[config.mk]
export PLATFORM = sky130hd
export DESIGN_NAME = shift_seq_ctrl_flat
export DESIGN_NICKNAME = d
export VERILOG_FILES = /design/src/rtl/shift_seq_pkg.sv /design/src/rtl/shift_seq_ctrl_if.sv /design/src/rtl/shift_seq_unit_timer.sv /design/src/rtl/shift_seq_ctrl.sv /design/src/flat_wrapper.sv
export SDC_FILE = /design/constraint.sdc
export NUM_CORES = 1
export LEC_CHECK = 0
export ABC_CLOCK_PERIOD_IN_PS = 3300
export CAP_MARGIN = 25
export CORE_MARGIN = 3
export CORE_UTILIZATION = 50
export CTS_CLUSTER_SIZE = 30
export DETAILED_ROUTE_END_ITERATION = 10
export HOLD_SLACK_MARGIN = 0.02
export PLACE_DENSITY_LB_ADDON = 0.08
export SLEW_MARGIN = 25
export SYNTH_ARGS = -nofsm -noshare
export SYNTH_HDL_FRONTEND = slang
export SYNTH_SLANG_ARGS = --single-unit
[constraint.sdc]
create_clock -name clk -period 3.3 [get_ports clk]
set_input_delay 0.33 -clock clk [delete_from_list [all_inputs] [get_ports clk]]
set_output_delay 0.33 -clock clk [all_outputs]
set_load 0.03 [all_outputs]
[src/rtl/shift_seq_pkg.sv]
// -----------------------------------------------------------------------------
// shift_seq_pkg
// Shared definitions for the shift-enable sequencer: the controller state
// enum and the default configuration constants used as parameter defaults.
// Optional feature macro used elsewhere in this slice: SHIFT_SEQ_ABORT_EN.
// -----------------------------------------------------------------------------
package shift_seq_pkg;

  typedef enum logic [1:0] {
    SEARCH = 2'd0,
    SHIFT  = 2'd1,
    COUNT  = 2'd2,
    DONE   = 2'd3
  } state_e;

  localparam int                     DEF_PATTERN_W   = 4;
  localparam logic [DEF_PATTERN_W-1:0] DEF_PATTERN   = 4'b1101;
  localparam int                     DEF_SHIFT_LEN   = 4;
  localparam int                     DEF_UNIT_CYCLES = 1000;

endpackage

[src/rtl/shift_seq_ctrl_if.sv]
// -----------------------------------------------------------------------------
// shift_seq_ctrl_if
// Host/datapath-facing signals of the shift sequencer.
//   data      serial input bit, sampled every rising edge
//   ack       host acknowledge (meaningful only while done is high)
//   abort     cancel request (present only with SHIFT_SEQ_ABORT_EN)
//   shift_ena high during the SHIFT_LEN-cycle capture window
//   counting  high during the timed count phase
//   done      high until acknowledged
//   delay     captured delay field; remaining units while counting
// Modports: master = host side (drives data/ack/abort), slave = sequencer.
// -----------------------------------------------------------------------------
interface shift_seq_ctrl_if
  import shift_seq_pkg::*;
#(
  parameter int SHIFT_LEN = DEF_SHIFT_LEN
) ();

  logic                 data;
  logic                 ack;
`ifdef SHIFT_SEQ_ABORT_EN
  logic                 abort;
`endif
  logic                 shift_ena;
  logic                 counting;
  logic                 done;
  logic [SHIFT_LEN-1:0] delay;

`ifdef SHIFT_SEQ_ABORT_EN
  modport master (output data, ack, abort, input shift_ena, counting, done, delay);
  modport slave  (input data, ack, abort, output shift_ena, counting, done, delay);
`else
  modport master (output data, ack, input shift_ena, counting, done, delay);
  modport slave  (input data, ack, output shift_ena, counting, done, delay);
`endif

endinterface

[src/rtl/shift_seq_unit_timer.sv]
// -----------------------------------------------------------------------------
// shift_seq_unit_timer
// Down-counter timing one delay unit of UNIT_CYCLES clocks.
//   clk     rising-edge clock
//   rst     asynchronous active-high reset
//   i_load  load UNIT_CYCLES-1 (wins over i_en)
//   i_en    decrement by one (holds at zero)
//   o_zero  counter currently reads zero
// -----------------------------------------------------------------------------
module shift_seq_unit_timer
  import shift_seq_pkg::*;
#(
  parameter int UNIT_CYCLES = DEF_UNIT_CYCLES
) (
  input  logic clk,
  input  logic rst,
  input  logic i_load,
  input  logic i_en,
  output logic o_zero
);

  localparam int            TW     = $clog2(UNIT_CYCLES);
  localparam logic [TW-1:0] RELOAD = TW'(UNIT_CYCLES - 1);

  logic [TW-1:0] r_cnt;

  // Unit down-counter: load on phase entry / unit reload, otherwise count down.
  always_ff @(posedge clk or posedge rst) begin
    if (rst) begin
      r_cnt <= '0;
    end else if (i_load) begin
      r_cnt <= RELOAD;
    end else if (i_en && (r_cnt != '0)) begin
      r_cnt <= r_cnt - TW'(1);
    end else begin
      r_cnt <= r_cnt;
    end
  end

  assign o_zero = (r_cnt == '0);

endmodule

[src/rtl/shift_seq_ctrl.sv]
// -----------------------------------------------------------------------------
// shift_seq_ctrl
// Sequencer for the shift-enable datapath: hunts for PATTERN on the serial
// input, opens a SHIFT_LEN-cycle capture window for the delay field, counts
// (delay+1)*UNIT_CYCLES cycles, then holds done until acknowledged.
//   clk    rising-edge clock
//   reset  asynchronous active-high reset, clears all state
//   bus    shift_seq_ctrl_if.slave (data, ack, [abort], shift_ena,
//          counting, done, delay)
// Optional feature: define SHIFT_SEQ_ABORT_EN to add the abort input.
// Outputs are decoded from the state register or come straight from r_delay,
// so no input reaches an output combinationally.
// -----------------------------------------------------------------------------
module shift_seq_ctrl
  import shift_seq_pkg::*;
#(
  parameter int                   PATTERN_W   = DEF_PATTERN_W,
  parameter logic [PATTERN_W-1:0] PATTERN     = DEF_PATTERN,
  parameter int                   SHIFT_LEN   = DEF_SHIFT_LEN,
  parameter int                   UNIT_CYCLES = DEF_UNIT_CYCLES
) (
  input  logic            clk,
  input  logic            reset,
  shift_seq_ctrl_if.slave bus
);

  localparam int FW = $clog2(PATTERN_W + 1);
  localparam int CW = (SHIFT_LEN > 1) ? $clog2(SHIFT_LEN) : 1;

  state_e               r_state;
  state_e               w_next_state;
  logic [PATTERN_W-1:0] r_hist;
  logic [PATTERN_W-1:0] w_hist_shift;
  logic [FW-1:0]        r_fill;
  logic [FW-1:0]        w_fill_inc;
  logic [CW-1:0]        r_cap_cnt;
  logic [SHIFT_LEN-1:0] r_delay;
  logic                 w_match;
  logic                 w_cap_last;
  logic                 w_timer_zero;
  logic                 w_timer_load;
  logic                 w_timer_en;
  logic                 w_abort;

  // The match looks at the history including the bit arriving this edge,
  // so SHIFT starts right after the last pattern bit is sampled.
  assign w_hist_shift = {r_hist[PATTERN_W-2:0], bus.data};
  assign w_fill_inc   = (r_fill == FW'(PATTERN_W)) ? r_fill : (r_fill + FW'(1));
  assign w_match      = (w_fill_inc >= FW'(PATTERN_W)) && (w_hist_shift == PATTERN);
  assign w_cap_last   = (r_cap_cnt == CW'(SHIFT_LEN - 1));

`ifdef SHIFT_SEQ_ABORT_EN
  assign w_abort = bus.abort && (r_state != SEARCH);
`else
  assign w_abort = 1'b0;
`endif

  // State register.
  always_ff @(posedge clk or posedge reset) begin
    if (reset) begin
      r_state <= SEARCH;
    end else begin
      r_state <= w_next_state;
    end
  end

  // Next-state and unit-timer control; abort outranks ack and completion.
  always_comb begin
    w_next_state = r_state;
    w_timer_load = 1'b0;
    w_timer_en   = 1'b0;
    case (r_state)
      SEARCH: begin
        if (w_match) begin
          w_next_state = SHIFT;
        end else begin
          w_next_state = SEARCH;
        end
      end
      SHIFT: begin
        w_timer_load = w_cap_last;
        if (w_abort) begin
          w_next_state = SEARCH;
        end else if (w_cap_last) begin
          w_next_state = COUNT;
        end else begin
          w_next_state = SHIFT;
        end
      end
      COUNT: begin
        w_timer_en   = 1'b1;
        w_timer_load = w_timer_zero && (r_delay != '0);
        if (w_abort) begin
          w_next_state = SEARCH;
        end else if (w_timer_zero && (r_delay == '0)) begin
          w_next_state = DONE;
        end else begin
          w_next_state = COUNT;
        end
      end
      DONE: begin
        if (w_abort || bus.ack) begin
          w_next_state = SEARCH;
        end else begin
          w_next_state = DONE;
        end
      end
      default: begin
        w_next_state = SEARCH;
      end
    endcase
  end

  // History/fill only advance while hunting; anywhere else (and on the
  // matching edge) they are held clear so stale bits never form a match.
  always_ff @(posedge clk or posedge reset) begin
    if (reset) begin
      r_hist <= '0;
      r_fill <= '0;
    end else if ((r_state == SEARCH) && !w_match) begin
      r_hist <= w_hist_shift;
      r_fill <= w_fill_inc;
    end else begin
      r_hist <= '0;
      r_fill <= '0;
    end
  end

  // Capture-window position counter.
  always_ff @(posedge clk or posedge reset) begin
    if (reset) begin
      r_cap_cnt <= '0;
    end else if ((r_state == SHIFT) && !w_cap_last) begin
      r_cap_cnt <= r_cap_cnt + CW'(1);
    end else begin
      r_cap_cnt <= '0;
    end
  end

  // Delay register: MSB-first capture, then one decrement per finished unit.
  always_ff @(posedge clk or posedge reset) begin
    if (reset) begin
      r_delay <= '0;
    end else if (w_abort) begin
      r_delay <= '0;
    end else if (r_state == SHIFT) begin
      r_delay <= {r_delay[SHIFT_LEN-2:0], bus.data};
    end else if ((r_state == COUNT) && w_timer_zero && (r_delay != '0)) begin
      r_delay <= r_delay - SHIFT_LEN'(1);
    end else begin
      r_delay <= r_delay;
    end
  end

  shift_seq_unit_timer #(
    .UNIT_CYCLES (UNIT_CYCLES)
  ) u_timer (
    .clk    (clk),
    .rst    (reset),
    .i_load (w_timer_load),
    .i_en   (w_timer_en),
    .o_zero (w_timer_zero)
  );

  assign bus.shift_ena = (r_state == SHIFT);
  assign bus.counting  = (r_state == COUNT);
  assign bus.done      = (r_state == DONE);
  assign bus.delay     = r_delay;

endmodule

[src/flat_wrapper.sv]
// flat-port wrapper written by rule: the top's interface ports become plain ports
module shift_seq_ctrl_flat import shift_seq_pkg::*;
#(
  parameter int                   PATTERN_W   = DEF_PATTERN_W,
  parameter logic [PATTERN_W-1:0] PATTERN     = DEF_PATTERN,
  parameter int                   SHIFT_LEN   = DEF_SHIFT_LEN,
  parameter int                   UNIT_CYCLES = DEF_UNIT_CYCLES
)
  (clk, reset, bus_data, bus_ack, bus_shift_ena, bus_counting, bus_done, bus_delay);
  shift_seq_ctrl_if #(.SHIFT_LEN(SHIFT_LEN)) bus_i ();
  input  logic clk;
  input  logic reset;
  input wire logic [$bits(bus_i.data)-1:0] bus_data;
  input wire logic [$bits(bus_i.ack)-1:0] bus_ack;
  output wire logic [$bits(bus_i.shift_ena)-1:0] bus_shift_ena;
  output wire logic [$bits(bus_i.counting)-1:0] bus_counting;
  output wire logic [$bits(bus_i.done)-1:0] bus_done;
  output wire logic [$bits(bus_i.delay)-1:0] bus_delay;
  assign bus_i.data = bus_data;
  assign bus_i.ack = bus_ack;
  assign bus_shift_ena = bus_i.shift_ena;
  assign bus_counting = bus_i.counting;
  assign bus_done = bus_i.done;
  assign bus_delay = bus_i.delay;
  shift_seq_ctrl #(.PATTERN_W(PATTERN_W), .PATTERN(PATTERN), .SHIFT_LEN(SHIFT_LEN), .UNIT_CYCLES(UNIT_CYCLES)) u_core (.clk(clk), .reset(reset), .bus(bus_i));
endmodule
==> results of run 1 <==
-- registers in the layout, summed over array words and instances (netlist names) --
signal and flops:
u_core.r_fill 3, u_core.r_hist 3, u_core.u_timer.r_cnt 10, u_core.bus.delay 4, u_core.r_state 2, u_core.r_cap_cnt 2
-- cells by family after synthesis --
family,count (synthesis),share of synthesized area [%]
AO/OA/AOI/OAI,18,10.7
buffers and inverters,13,3.71
AND/OR/NAND/NOR,58,26.1
multiplexers,3,2.23
adder cells (fa/ha/maj),11,10.2
flip-flops,24,44.5
XOR/XNOR,4,2.60
-- synth_stat cells (all sizes together) (4+ instances only) --
master  count  area share [%]
nor2b       5             2.3
xnor2       4             2.6
nor3        7             2.6
ha         11              10
nand2      11             3.1
o21ai       4             1.5
and2        6             2.8
nor2        6             1.7
dfrtp      24              45
inv        11             3.1
-- area by class of cell --
class	count	area (µm²)	area share (%)
multi-input cells	94	698	46.1
flip-flops and latches	24	601	39.7
repair buffers	10	100	6.61
inverters	11	41.3	2.73
well taps	30	37.5	2.48
clock buffers	4	36.3	2.40
-- path summary, 6_finish.rpt --
path                                          startpoint                             endpoint  cells after the start
setup reg to reg             u_core.r_state[0]$_DFF_PP0_  u_core.u_timer.r_cnt[9]$_DFFE_PP0P_                      6
hold / removal             u_core.r_cap_cnt[0]$_DFF_PP0_        u_core.r_cap_cnt[0]$_DFF_PP0_                      1
max in group asynchronous                          reset      u_core.bus.delay[3]$_DFFE_PP0P_                      2
min in group asynchronous                          reset           u_core.r_fill[2]$_DFF_PP0_                      2
hold reg to reg            u_core.r_cap_cnt[0]$_DFF_PP0_        u_core.r_cap_cnt[0]$_DFF_PP0_                      1
setup / recovery             u_core.r_state[0]$_DFF_PP0_  u_core.u_timer.r_cnt[9]$_DFFE_PP0P_                      6
-- report_power, final --
part	total [mW]	switching (mW)	internal, mW
clock network	0.154	0.0863	0.0675
logic	0.259	0.135	0.124
registers	0.382	0.0417	0.341
total	0.795	0.263	0.532
-- metrics by stage --
stage               util [%]  worst slack, ns  instance area, µm²  cells  hold slack, ns
floorplan                  -            0.780                1350    131           0.345
global placement        58.6            0.927                1480    169           0.422
detailed placement      58.6            0.839                1480    169           0.454
CTS                     60.0            0.804                1510    173           0.472
global route            60.0            0.696                1510    173           0.503
finish                  60.0            0.773                1510    173           0.465
-- per-layer routing --
layer	part of all wire (%)	up-vias
met2	45	9
met5	0	-
met3	2.9	4
met4	1.2	0
met1	50	474
li1	-	486
-- critical path, delay by kind of cell, from the launching register on --
family                   cells  cell delay, ns
AND/OR/NAND/NOR              3            1.39
adder cells (fa/ha/maj)      1            0.35
AO/OA/AOI/OAI                1            0.13
flip-flops                   1            0.43
buffers and inverters        1            0.12
==> insert_results.sql, run 1 <==
INSERT INTO impl_metrics (metric_group, metric, value, unit) VALUES
('run_status', 'result_of_the_run', 'completed', ''),
('sta', 'post-route-period-util', '76.6', '%'),
('clocking', 'clkTransAtPathRegs', '0.13', 'ns'),
('setup_path', 'crit_type', 'reg2reg', ''),
('detailed_routing', 'drc', '0', ''),
('setup_path', 'crit_path_max_fanout', '9', ''),
('placement', 'port_buffers', '10', ''),
('sta', 'timing.clock.skew', '0.00984', 'ns'),
('final_layout', 'fillCellCount', '216', ''),
('hold_path', 'worstHoldPathType', 'reg2reg', ''),
('global_route', 'grt.total_usage', '16.8', '%'),
('clocking', 'cts_root_buffer', 'sky130_fd_sc_hd__clkbuf_4', ''),
('sta', 'grt_setup_unrepaired', 'no', ''),
('global_route', 'antenna_found_initial', '0', ''),
('clocking', 'total_cts_buffers', '3', ''),
('detailed_routing', 'detail_route.wirelength', '2470', 'µm'),
('synthesis', 'synth_seq_cells', '24', ''),
('clocking', 'clock_tree.buffer_depth', '2', ''),
('synthesis', 'synth_edf_count', '0', ''),
('synthesis', 'synth_async_sr_flop_share', '100', '%'),
('placement', 'post-dp-hpwl', '1840', 'µm'),
('setup_path', 'path_cells', 'inv_1, ha_1, or4b_4, or4b_4, o21ai_1, or3b_1', ''),
('detailed_routing', 'initial_drc_count', '18', ''),
('run', 'max-cap-violations', '0', ''),
('setup_path', 'longest_individual_stage_delay_on_the_worst_path', '0.53', 'ns'),
('final_layout', 'layout.cells.most_common_list', 'sky130_fd_sc_hd__dfrtp_1 (24), sky130_fd_sc_hd__nand2_1 (11), sky130_fd_sc_hd__inv_1 (11), sky130_fd_sc_hd__ha_1 (11), sky130_fd_sc_hd__clkdlybuf4s50_1 (10)', ''),
('clocking', 'cts_tree', 'built', ''),
('synthesis', 'syn_area_per_cell', '10.3', 'µm²'),
('sta', 'final.min_clock_period', '2.53', 'ns'),
('sta', 'tightest_slew', '0.917', 'ns'),
('power', 'total_power', '0.795', 'mW'),
('detailed_routing', 'final_antenna_net_count', '0', ''),
('synthesis', 'netlist_instances', '131', ''),
('setup_path', 'critPathMostFrequentCell', 'sky130_fd_sc_hd__or4b_4', ''),
('sta', 'setup_total_negative_slack', '0', 'ns'),
('final_layout', 'mostFrequentLayoutCell', 'sky130_fd_sc_hd__dfrtp_1', ''),
('global_route', 'grt-ovfl-total', '0', ''),
('clocking', 'postCtsSetupRepairBufs', '0', ''),
('synthesis', 'syn_nets', '146', ''),
('setup_path', 'r2r_slack', '0.77', 'ns'),
('global_route', 'grt_pass1_vias', '1002', ''),
('global_route', 'maximum_number_of_pins_on_one_net_before_global_route_repair', '25', ''),
('sta', 'maxSlewHeadroom', '38.8', '%'),
('power', 'power.ir.vdd_worst', '0.381', 'mV'),
('global_route', 'grt_met2_use', '26.9', '%'),
('detailed_routing', 'drt-wirelength-per-cell', '14.3', 'µm'),
('detailed_routing', 'route.detailed.vias_per_inst', '5.62', ''),
('final_layout', 'n_antenna_cell', '0', ''),
('global_route', 'met1_usage', '22.2', '%'),
('synthesis', 'synth-seq-area-share', '44.5', '%'),
('sta', 'finalHoldViolations', '0', ''),
('placement', 'globalplace.congestion', '0.813', ''),
('clocking', 'cts_sinks', '24', ''),
('die', 'boundaryPins', '11', ''),
('power', 'power.density', '525', 'nW/µm²'),
('final_layout', 'layout-drive-gt1-share', '8.39', '%'),
('detailed_routing', 'route.vias.total', '973', ''),
('die', 'std_cell_rows', '18', ''),
('sta', 'timing_max_transition_violations_final', '0', ''),
('sta', 'clock.fmax', '0.396', 'GHz'),
('setup_path', 'critical_path_required', '3.50', 'ns'),
('synthesis', 'yosysWarnings', '0', ''),
('global_route', 'first_pass_grt_wire_length', '4390', 'µm'),
('global_route', 'grt_use_met3', '3.34', '%'),
('die', 'start_util', '53.5', '%'),
('sta', 'setup_viol', '0', ''),
('die', 'die_width', '57.9', 'µm'),
('setup_path', 'cpMaxStageDelayCell', 'sky130_fd_sc_hd__or4b_4', ''),
('global_route', 'grt_most_used_layer', 'met2', ''),
('power', 'leakage', '0.715', 'nW'),
('synthesis', 'yosysUniqueCellTypes', '40', '');
(Power assumes the default switching activity.)
==> inputs of run 2 (changes only) <==
ABC_CLOCK_PERIOD_IN_PS = 2170   (was 3300)
clock period = 2.17 ns   (was 3.3 ns; I/O delays follow)
==> run 2 against run 1 <==
Sequential cell count is the same. Worst setup slack lost 0.77 ns. First-iteration DRC count grew 130%. Clock skew shrank 0.0027 ns. Highest routed layer unchanged. Non-clock buffer count grew 18. Largest power group unchanged. Worst hold slack lost 0.23 ns.
==> insert_results.sql, run 2 (synthesis gave the netlist of run 1 again) <==
INSERT INTO impl_metrics (metric_group, metric, value, unit) VALUES
('final_layout', 'largest_reg_flops', '10', ''),
('detailed_routing', 'initial_drc_count', '42', ''),
('setup_path', 'cp_top_delay_family', 'simple AND/OR/NAND/NOR gates', ''),
('placement', 'post-dp-hpwl', '2030', 'µm'),
('global_route', 'grt-ovfl-total', '0', ''),
('clocking', 'total_cts_buffers', '3', ''),
('setup_path', 'critPathMostFrequentCell', 'sky130_fd_sc_hd__or4b_4', ''),
('detailed_routing', 'drt-wirelength-per-cell', '14.0', 'µm'),
('detailed_routing', 'final_antenna_net_count', '0', ''),
('die', 'boundaryPins', '11', ''),
('run', 'max-cap-violations', '0', ''),
('setup_path', 'crit_path_start_kind', 'flop', ''),
('setup_path', 'critical_path.reg2reg.startpoint', 'u_core.r_state[0]$_DFF_PP0_', ''),
('setup_path', 'number_of_buffer_and_inverter_stages_on_the_critical_path', '1', ''),
('detailed_routing', 'route.detailed.vias_per_inst', '5.42', ''),
('global_route', 'grt_pass1_vias', '1026', ''),
('die', 'total_die_area', '3360', 'µm²'),
('power', 'p_clk_share', '23.6', '%'),
('power', 'sequentialPowerShare', '43.5', '%'),
('detailed_routing', 'detail_route.wirelength', '2670', 'µm'),
('final_layout', 'finish.net_count', '177', ''),
('die', 'die_width', '57.9', 'µm'),
('clocking', 'insertion_delay', '0.31', 'ns'),
('clocking', 'hold_buffers', '0', ''),
('setup_path', 'crit_end_category', 'flop', ''),
('setup_path', 'critical_path_required', '2.37', 'ns'),
('setup_path', 'path_cells', 'inv_2, ha_4, or4b_4, or4b_4, o21ai_1, or3b_1', ''),
('detailed_routing', 'route.vias.total', '1036', ''),
('final_layout', 'syn_to_final_growth', '24.7', '%'),
('placement', 'globalplace.congestion', '0.830', ''),
('power', 'power_report.internal_total', '0.923', 'mW'),
('clocking', 'clkTransAtPathRegs', '0.13', 'ns'),
('sta', 'timing.clock.skew', '0.00719', 'ns'),
('power', 'leakage', '0.812', 'nW'),
('setup_path', 'timing.critical_path.arrival', '2.37', 'ns'),
('setup_path', 'crit_type', 'reg2reg', ''),
('final_layout', 'top_register', 'u_core.u_timer.r_cnt', ''),
('global_route', 'first_pass_grt_wire_length', '4570', 'µm'),
('detailed_routing', 'firstDrtPassIters', '4', ''),
('sta', 'final.min_clock_period', '2.17', 'ns'),
('die', 'std_cell_rows', '18', ''),
('power', 'combPwrFrac', '32.9', '%'),
('sta', 'clock.fmax', '0.462', 'GHz'),
('setup_path', 'crit_path_max_fanout', '3', ''),
('final_layout', 'n_antenna_cell', '0', ''),
('clocking', 'cts_root_buffer', 'sky130_fd_sc_hd__clkbuf_4', ''),
('power', 'p_sw_share', '30.7', '%'),
('final_layout', 'mostFrequentLayoutCell', 'sky130_fd_sc_hd__dfrtp_1', ''),
('sta', 'tightest_slew', '0.473', 'ns'),
('global_route', 'maximum_number_of_pins_on_one_net_before_global_route_repair', '25', ''),
('sta', 'timing_max_transition_violations_final', '0', ''),
('final_layout', 'layout.core_utilization', '66.7', '%'),
('clocking', 'cts_sinks', '24', ''),
('final_layout', 'layout-drive-gt1-share', '20.5', '%'),
('die', 'start_util', '53.5', '%'),
('clocking', 'cts_max_level', '1', ''),
('sta', 'post-route-period-util', '99.8', '%'),
('clocking', 'clock_tree.buffer_depth', '2', ''),
('detailed_routing', 'drc', '0', ''),
('power', 'switching_power', '0.408', 'mW'),
('setup_path', 'cpMaxStageDelayCell', 'sky130_fd_sc_hd__or4b_4', ''),
('final_layout', 'fillCellCount', '191', ''),
('setup_path', 'longest_individual_stage_delay_on_the_worst_path', '0.51', 'ns'),
('sta', 'maxSlewHeadroom', '68.0', '%'),
('setup_path', 'worst_setup_path_startpoint', 'u_core.r_state[0]$_DFF_PP0_', ''),
('sta', 'setup_viol', '0', ''),
('global_route', 'grt.total_usage', '17.9', '%'),
('sta', 'finalHoldViolations', '0', ''),
('clocking', 'cts_tree', 'built', ''),
('hold_path', 'worstHoldPathType', 'in2async', ''),
('power', 'power.ir.vdd_worst', '0.610', 'mV'),
('sta', 'grt_setup_unrepaired', 'yes', ''),
('global_route', 'antenna_found_initial', '0', ''),
('power', 'power.density', '791', 'nW/µm²'),
('die', 'die_y', '57.9', 'µm'),
('placement', 'port_buffers', '10', ''),
('run_status', 'result_of_the_run', 'completed', ''),
('placement', 'numPlacedInstances', '184', ''),
('die', 'floorplan.core_area', '2520', 'µm²'),
('final_layout', 'layout.cells.most_common_list', 'sky130_fd_sc_hd__dfrtp_1 (24), sky130_fd_sc_hd__buf_4 (18), sky130_fd_sc_hd__nand2_1 (11)', ''),
('final_layout', 'layoutNonFillerInstCount', '191', '');
run 2: changes by cell type in the layout (fill, tap and decap cells not counted):
cell | before | now
sky130_fd_sc_hd__buf_4 | 0 | 18
sky130_fd_sc_hd__bufinv_16 | 0 | 1
sky130_fd_sc_hd__clkbuf_8 | 1 | 0
sky130_fd_sc_hd__ha_1 | 11 | 10
sky130_fd_sc_hd__ha_4 | 0 | 1
sky130_fd_sc_hd__inv_1 | 11 | 10
sky130_fd_sc_hd__inv_2 | 0 | 1
sky130_fd_sc_hd__or4_1 | 1 | 0
sky130_fd_sc_hd__or4_4 | 1 | 2
run 2: layout make-up:
| class | count | area, µm² | area share, % |
|---|---|---|---|
| Clock inverter | 1 | 30.0 | 1.79 |
| Sequential cell | 24 | 601 | 35.7 |
| Clock buffer | 3 | 22.5 | 1.34 |
| Timing Repair Buffer | 28 | 235 | 14.0 |
| Multi-Input combinational cell | 94 | 714 | 42.5 |
| Tap cell | 30 | 37.5 | 2.23 |
| Inverter | 11 | 41.3 | 2.46 |
run 2: what timing repair did:
action	4_1_cts	5_1_grt
gates resized for setup	1	0
setup buffers	1	2
setup endpoints to repair	13	2
cloned	0	0
pin swaps	1	0
run 2: worst paths after layout:
kind | end | slack (ns) | depth (start not counted)
max | u_core.u_timer.r_cnt[9]$_DFFE_PP0P_ | 0.005 | 6
min | u_core.r_fill[0]$_DFF_PP0_ | 0.24 | 3
max reg2reg | u_core.u_timer.r_cnt[9]$_DFFE_PP0P_ | 0.005 | 6
min reg2reg | u_core.r_cap_cnt[0]$_DFF_PP0_ | 0.44 | 1
max in group asynchronous | u_core.bus.delay[3]$_DFFE_PP0P_ | 1.69 | 3
min in group clk | u_core.r_cap_cnt[0]$_DFF_PP0_ | 0.44 | 1
run 2: tightest hold or removal path, cell delays in order:
cell and delay, ns:
sky130_fd_sc_hd__clkdlybuf4s50_1 0.39, sky130_fd_sc_hd__inv_1 0.05, sky130_fd_sc_hd__buf_4 0.29
run 2: per-stage QoR:
step | power [mW] | instance area, µm² | setup TNS [ns] | hold slack (ns) | worst slack [ns]
after floorplan | 0.872 | 1360 | -0.0816 | 0.232 | -0.0816
after global placement | 1.00 | 1600 | -0.00431 | 0.422 | -0.00334
after detailed placement | 1.02 | 1600 | -0.683 | 0.434 | -0.0954
after CTS | 1.35 | 1670 | 0 | 0.233 | 0.0138
after global routing | 1.42 | 1680 | -0.0561 | 0.254 | -0.0552
final | 1.33 | 1680 | 0 | 0.237 | 0.00483
run 2: layer usage:
| layer | wire, µm | vias to the layer above | track usage [%] |
|---|---|---|---|
| li1 | - | 521 | - |
| met1 | 1280 | 507 | 22.9 |
| met2 | 1320 | 6 | 29.5 |
| met3 | 53 | 2 | 3.12 |
| met4 | 18 | 0 | 8.28 |
| met5 | 0 | - | 0 |
run 2: power groups by stage:
stage | Combinational [mW] | Clock [mW] | Sequential (mW)
floorplan | 0.256 | 0 | 0.616
global placement | 0.419 | 0 | 0.582
detailed placement | 0.436 | 0 | 0.586
CTS | 0.440 | 0.328 | 0.579
global route | 0.489 | 0.348 | 0.588
finish | 0.438 | 0.314 | 0.579
==> inputs of run 3 (changes only) <==
CORE_MARGIN = 2   (was 3)
CORE_UTILIZATION = 53   (was 50)
CTS_BUF_LIST = sky130_fd_sc_hd__clkbuf_2 sky130_fd_sc_hd__clkbuf_4 sky130_fd_sc_hd__clkbuf_8   (was default)
==> run 3 against run 2 <==
The run now ends with negative setup slack left. Critical endpoint unchanged. Clock skew rose by 0.0045 ns. Design area grew 0.82%. Die area decreased by 12%. Sequential share of layout area down 0.29 points. Worst hold slack worse by 0.023 ns. Clock-buffer cell count is the same. Utilization rose by 2.4 points. Clock power increased by 3%. Highest routed layer unchanged. Via count increased by 3.6%. Sequential cell count unchanged. Largest power group unchanged. Sequential power about the same. Global-route usage increased by 2.8 points.
==> insert_results.sql, run 3 (synthesis gave the netlist of run 1 again) <==
INSERT INTO impl_metrics (metric_group, metric, value, unit) VALUES
('run_status', 'violations', 'negative setup slack', ''),
('clocking', 'clkTransAtPathRegs', '0.14', 'ns'),
('run', 'max-cap-violations', '0', ''),
('die', 'std_cell_rows', '18', ''),
('global_route', 'antenna_found_initial', '0', ''),
('setup_path', 'timing.critical_path.arrival', '2.39', 'ns'),
('clocking', 'cts_tree', 'built', ''),
('detailed_routing', 'route.vias.total', '1073', ''),
('placement', 'globalplace.congestion', '0.855', ''),
('detailed_routing', 'drc', '0', ''),
('setup_path', 'crit_end_category', 'flop', ''),
('final_layout', 'multi_input_area', '728', 'µm²'),
('global_route', 'first_pass_grt_wire_length', '4390', 'µm'),
('setup_path', 'crit_path_start_kind', 'flop', ''),
('final_layout', 'ff_latch_area', '601', 'µm²'),
('sta', 'post-route-period-util', '100', '%'),
('die', 'die_y', '54.4', 'µm'),
('sta', 'timing.clock.skew', '0.0117', 'ns'),
('global_route', 'grt_pass1_vias', '984', ''),
('die', 'total_die_area', '2960', 'µm²'),
('clocking', 'insertion_delay', '0.32', 'ns'),
('die', 'boundaryPins', '11', ''),
('placement', 'post-dp-hpwl', '1940', 'µm'),
('setup_path', 'crit_path_max_fanout', '3', ''),
('final_layout', 'mostFrequentLayoutCell', 'sky130_fd_sc_hd__dfrtp_1', ''),
('power', 'power.ir.vdd_worst', '0.498', 'mV'),
('setup_path', 'crit_type', 'reg2reg', ''),
('clocking', 'cts_sinks', '24', ''),
('sta', 'finalHoldViolations', '0', ''),
('detailed_routing', 'final_antenna_net_count', '0', ''),
('final_layout', 'layout-drive-gt1-share', '22.4', '%'),
('clocking', 'hold_buffers', '0', ''),
('clocking', 'clock_tree.buffer_depth', '2', ''),
('global_route', 'grt.total_usage', '20.7', '%'),
('run_status', 'result_of_the_run', 'complete, but fails checks', ''),
('final_layout', 'syn_to_final_growth', '25.7', '%'),
('power', 'leakage', '0.811', 'nW'),
('clocking', 'cts_max_level', '1', ''),
('detailed_routing', 'route.detailed.vias_per_inst', '5.62', ''),
('final_layout', 'fillCellCount', '211', ''),
('setup_path', 'critical_path_required', '2.39', 'ns'),
('detailed_routing', 'firstDrtPassIters', '4', ''),
('power', 'power.density', '795', 'nW/µm²'),
('placement', 'port_buffers', '10', ''),
('clocking', 'cts_root_buffer', 'sky130_fd_sc_hd__clkbuf_4', ''),
('hold_path', 'worstHoldPathType', 'in2async', ''),
('power', 'total_power', '1.35', 'mW'),
('placement', 'placement.cell_area', '1610', 'µm²'),
('final_layout', 'largest_reg_flops', '10', ''),
('sta', 'clock.fmax', '0.460', 'GHz'),
('sta', 'final.setup.worst_slack', '-0.00366', 'ns'),
('final_layout', 'layout.cells.most_common_list', 'sky130_fd_sc_hd__dfrtp_1 (24), sky130_fd_sc_hd__buf_4 (18), sky130_fd_sc_hd__nand2_1 (11)', ''),
('sta', 'timing_max_transition_violations_final', '0', ''),
('die', 'start_util', '54.9', '%'),
('final_layout', 'layout.cell_area.non_filler', '1700', 'µm²'),
('sta', 'grt_setup_unrepaired', 'yes', ''),
('detailed_routing', 'detail_route.wirelength', '2660', 'µm'),
('global_route', 'maximum_number_of_pins_on_one_net_before_global_route_repair', '25', ''),
('die', 'die_width', '54.4', 'µm'),
('final_layout', 'top_register', 'u_core.u_timer.r_cnt', ''),
('sta', 'maxSlewHeadroom', '69.6', '%'),
('global_route', 'grt-ovfl-total', '0', ''),
('sta', 'final.min_clock_period', '2.17', 'ns'),
('final_layout', 'n_antenna_cell', '0', ''),
('setup_path', 'r2r_slack', '-0.004', 'ns'),
('detailed_routing', 'drt-wirelength-per-cell', '13.9', 'µm'),
('die', 'floorplan.core_area', '2450', 'µm²'),
('sta', 'tightest_slew', '0.450', 'ns'),
('sta', 'setup_viol', '1', ''),
('detailed_routing', 'initial_drc_count', '8', ''),
('final_layout', 'finish.net_count', '177', ''),
('clocking', 'total_cts_buffers', '3', '');
==> run 3: cell counts in the layout (fill, tap and decap cells not counted) <==
No cell type changed its count.
==> run 3: timing repair <==
action / in CTS / in global routing
gates resized for setup: 2 / 2
setup buffers: 0 / 2
setup endpoints to repair: 13 / 13
pin swaps: 0 / 1
==> run 3: final timing paths <==
path / depth (start not counted) / end / start
worst max-delay path: 6 / u_core.u_timer.r_cnt[9]$_DFFE_PP0P_ / u_core.r_state[0]$_DFF_PP0_
worst min-delay path: 3 / u_core.r_fill[0]$_DFF_PP0_ / reset
worst max register to register: 6 / u_core.u_timer.r_cnt[9]$_DFFE_PP0P_ / u_core.r_state[0]$_DFF_PP0_
worst min register to register: 1 / u_core.r_cap_cnt[0]$_DFF_PP0_ / u_core.r_cap_cnt[0]$_DFF_PP0_
max in group asynchronous: 3 / u_core.bus.delay[0]$_DFFE_PP0P_ / reset
min in group clk: 1 / u_core.r_cap_cnt[0]$_DFF_PP0_ / u_core.r_cap_cnt[0]$_DFF_PP0_
==> run 3: critical path, stage by stage, from the launching register on <==
cell                      delay (ns)
sky130_fd_sc_hd__dfrtp_1        0.42
sky130_fd_sc_hd__inv_2          0.08
sky130_fd_sc_hd__ha_4           0.14
sky130_fd_sc_hd__or4b_4         0.46
sky130_fd_sc_hd__or4b_4         0.52
sky130_fd_sc_hd__o21ai_2        0.12
sky130_fd_sc_hd__or3b_1         0.34
==> run 3: area by class of cell <==
class | instances | area share, %
clock buffers | 3 | 1.33
clock inverters | 1 | 1.77
inverters | 11 | 2.44
multi-input cells | 94 | 43.0
flip-flops and latches | 24 | 35.4
well taps | 30 | 2.21
repair buffers | 28 | 13.9
==> run 3: metal layers <==
metal	track usage, %	wire [µm]	up-vias
met1	28.0	1300	530
met3	3.01	67	4
li1	-	-	526
met4	8.75	26	0
met5	0	0	-
met2	33.1	1270	13
==> run 3: metrics by stage <==
stage / hold slack [ns] / cells / util, % / setup TNS (ns) / setup WS (ns)
4_1_cts: 0.221 / 189 / 68.0 / -0.00702 / -0.00702
6_report: 0.213 / 191 / 69.1 / -0.00366 / -0.00366
3_5_place_dp: 0.429 / 185 / 65.6 / -0.608 / -0.102
3_3_place_gp: 0.422 / 185 / 65.6 / -0.0343 / -0.0132
2_1_floorplan: 0.232 / 131 / - / -0.0816 / -0.0816
5_1_grt: 0.254 / 191 / 69.1 / -0.0669 / -0.0639
==> run 3: where the power goes <==
group | internal [mW] | switching [mW]
logic | 0.222 | 0.222
clock network | 0.187 | 0.137
registers | 0.518 | 0.0617
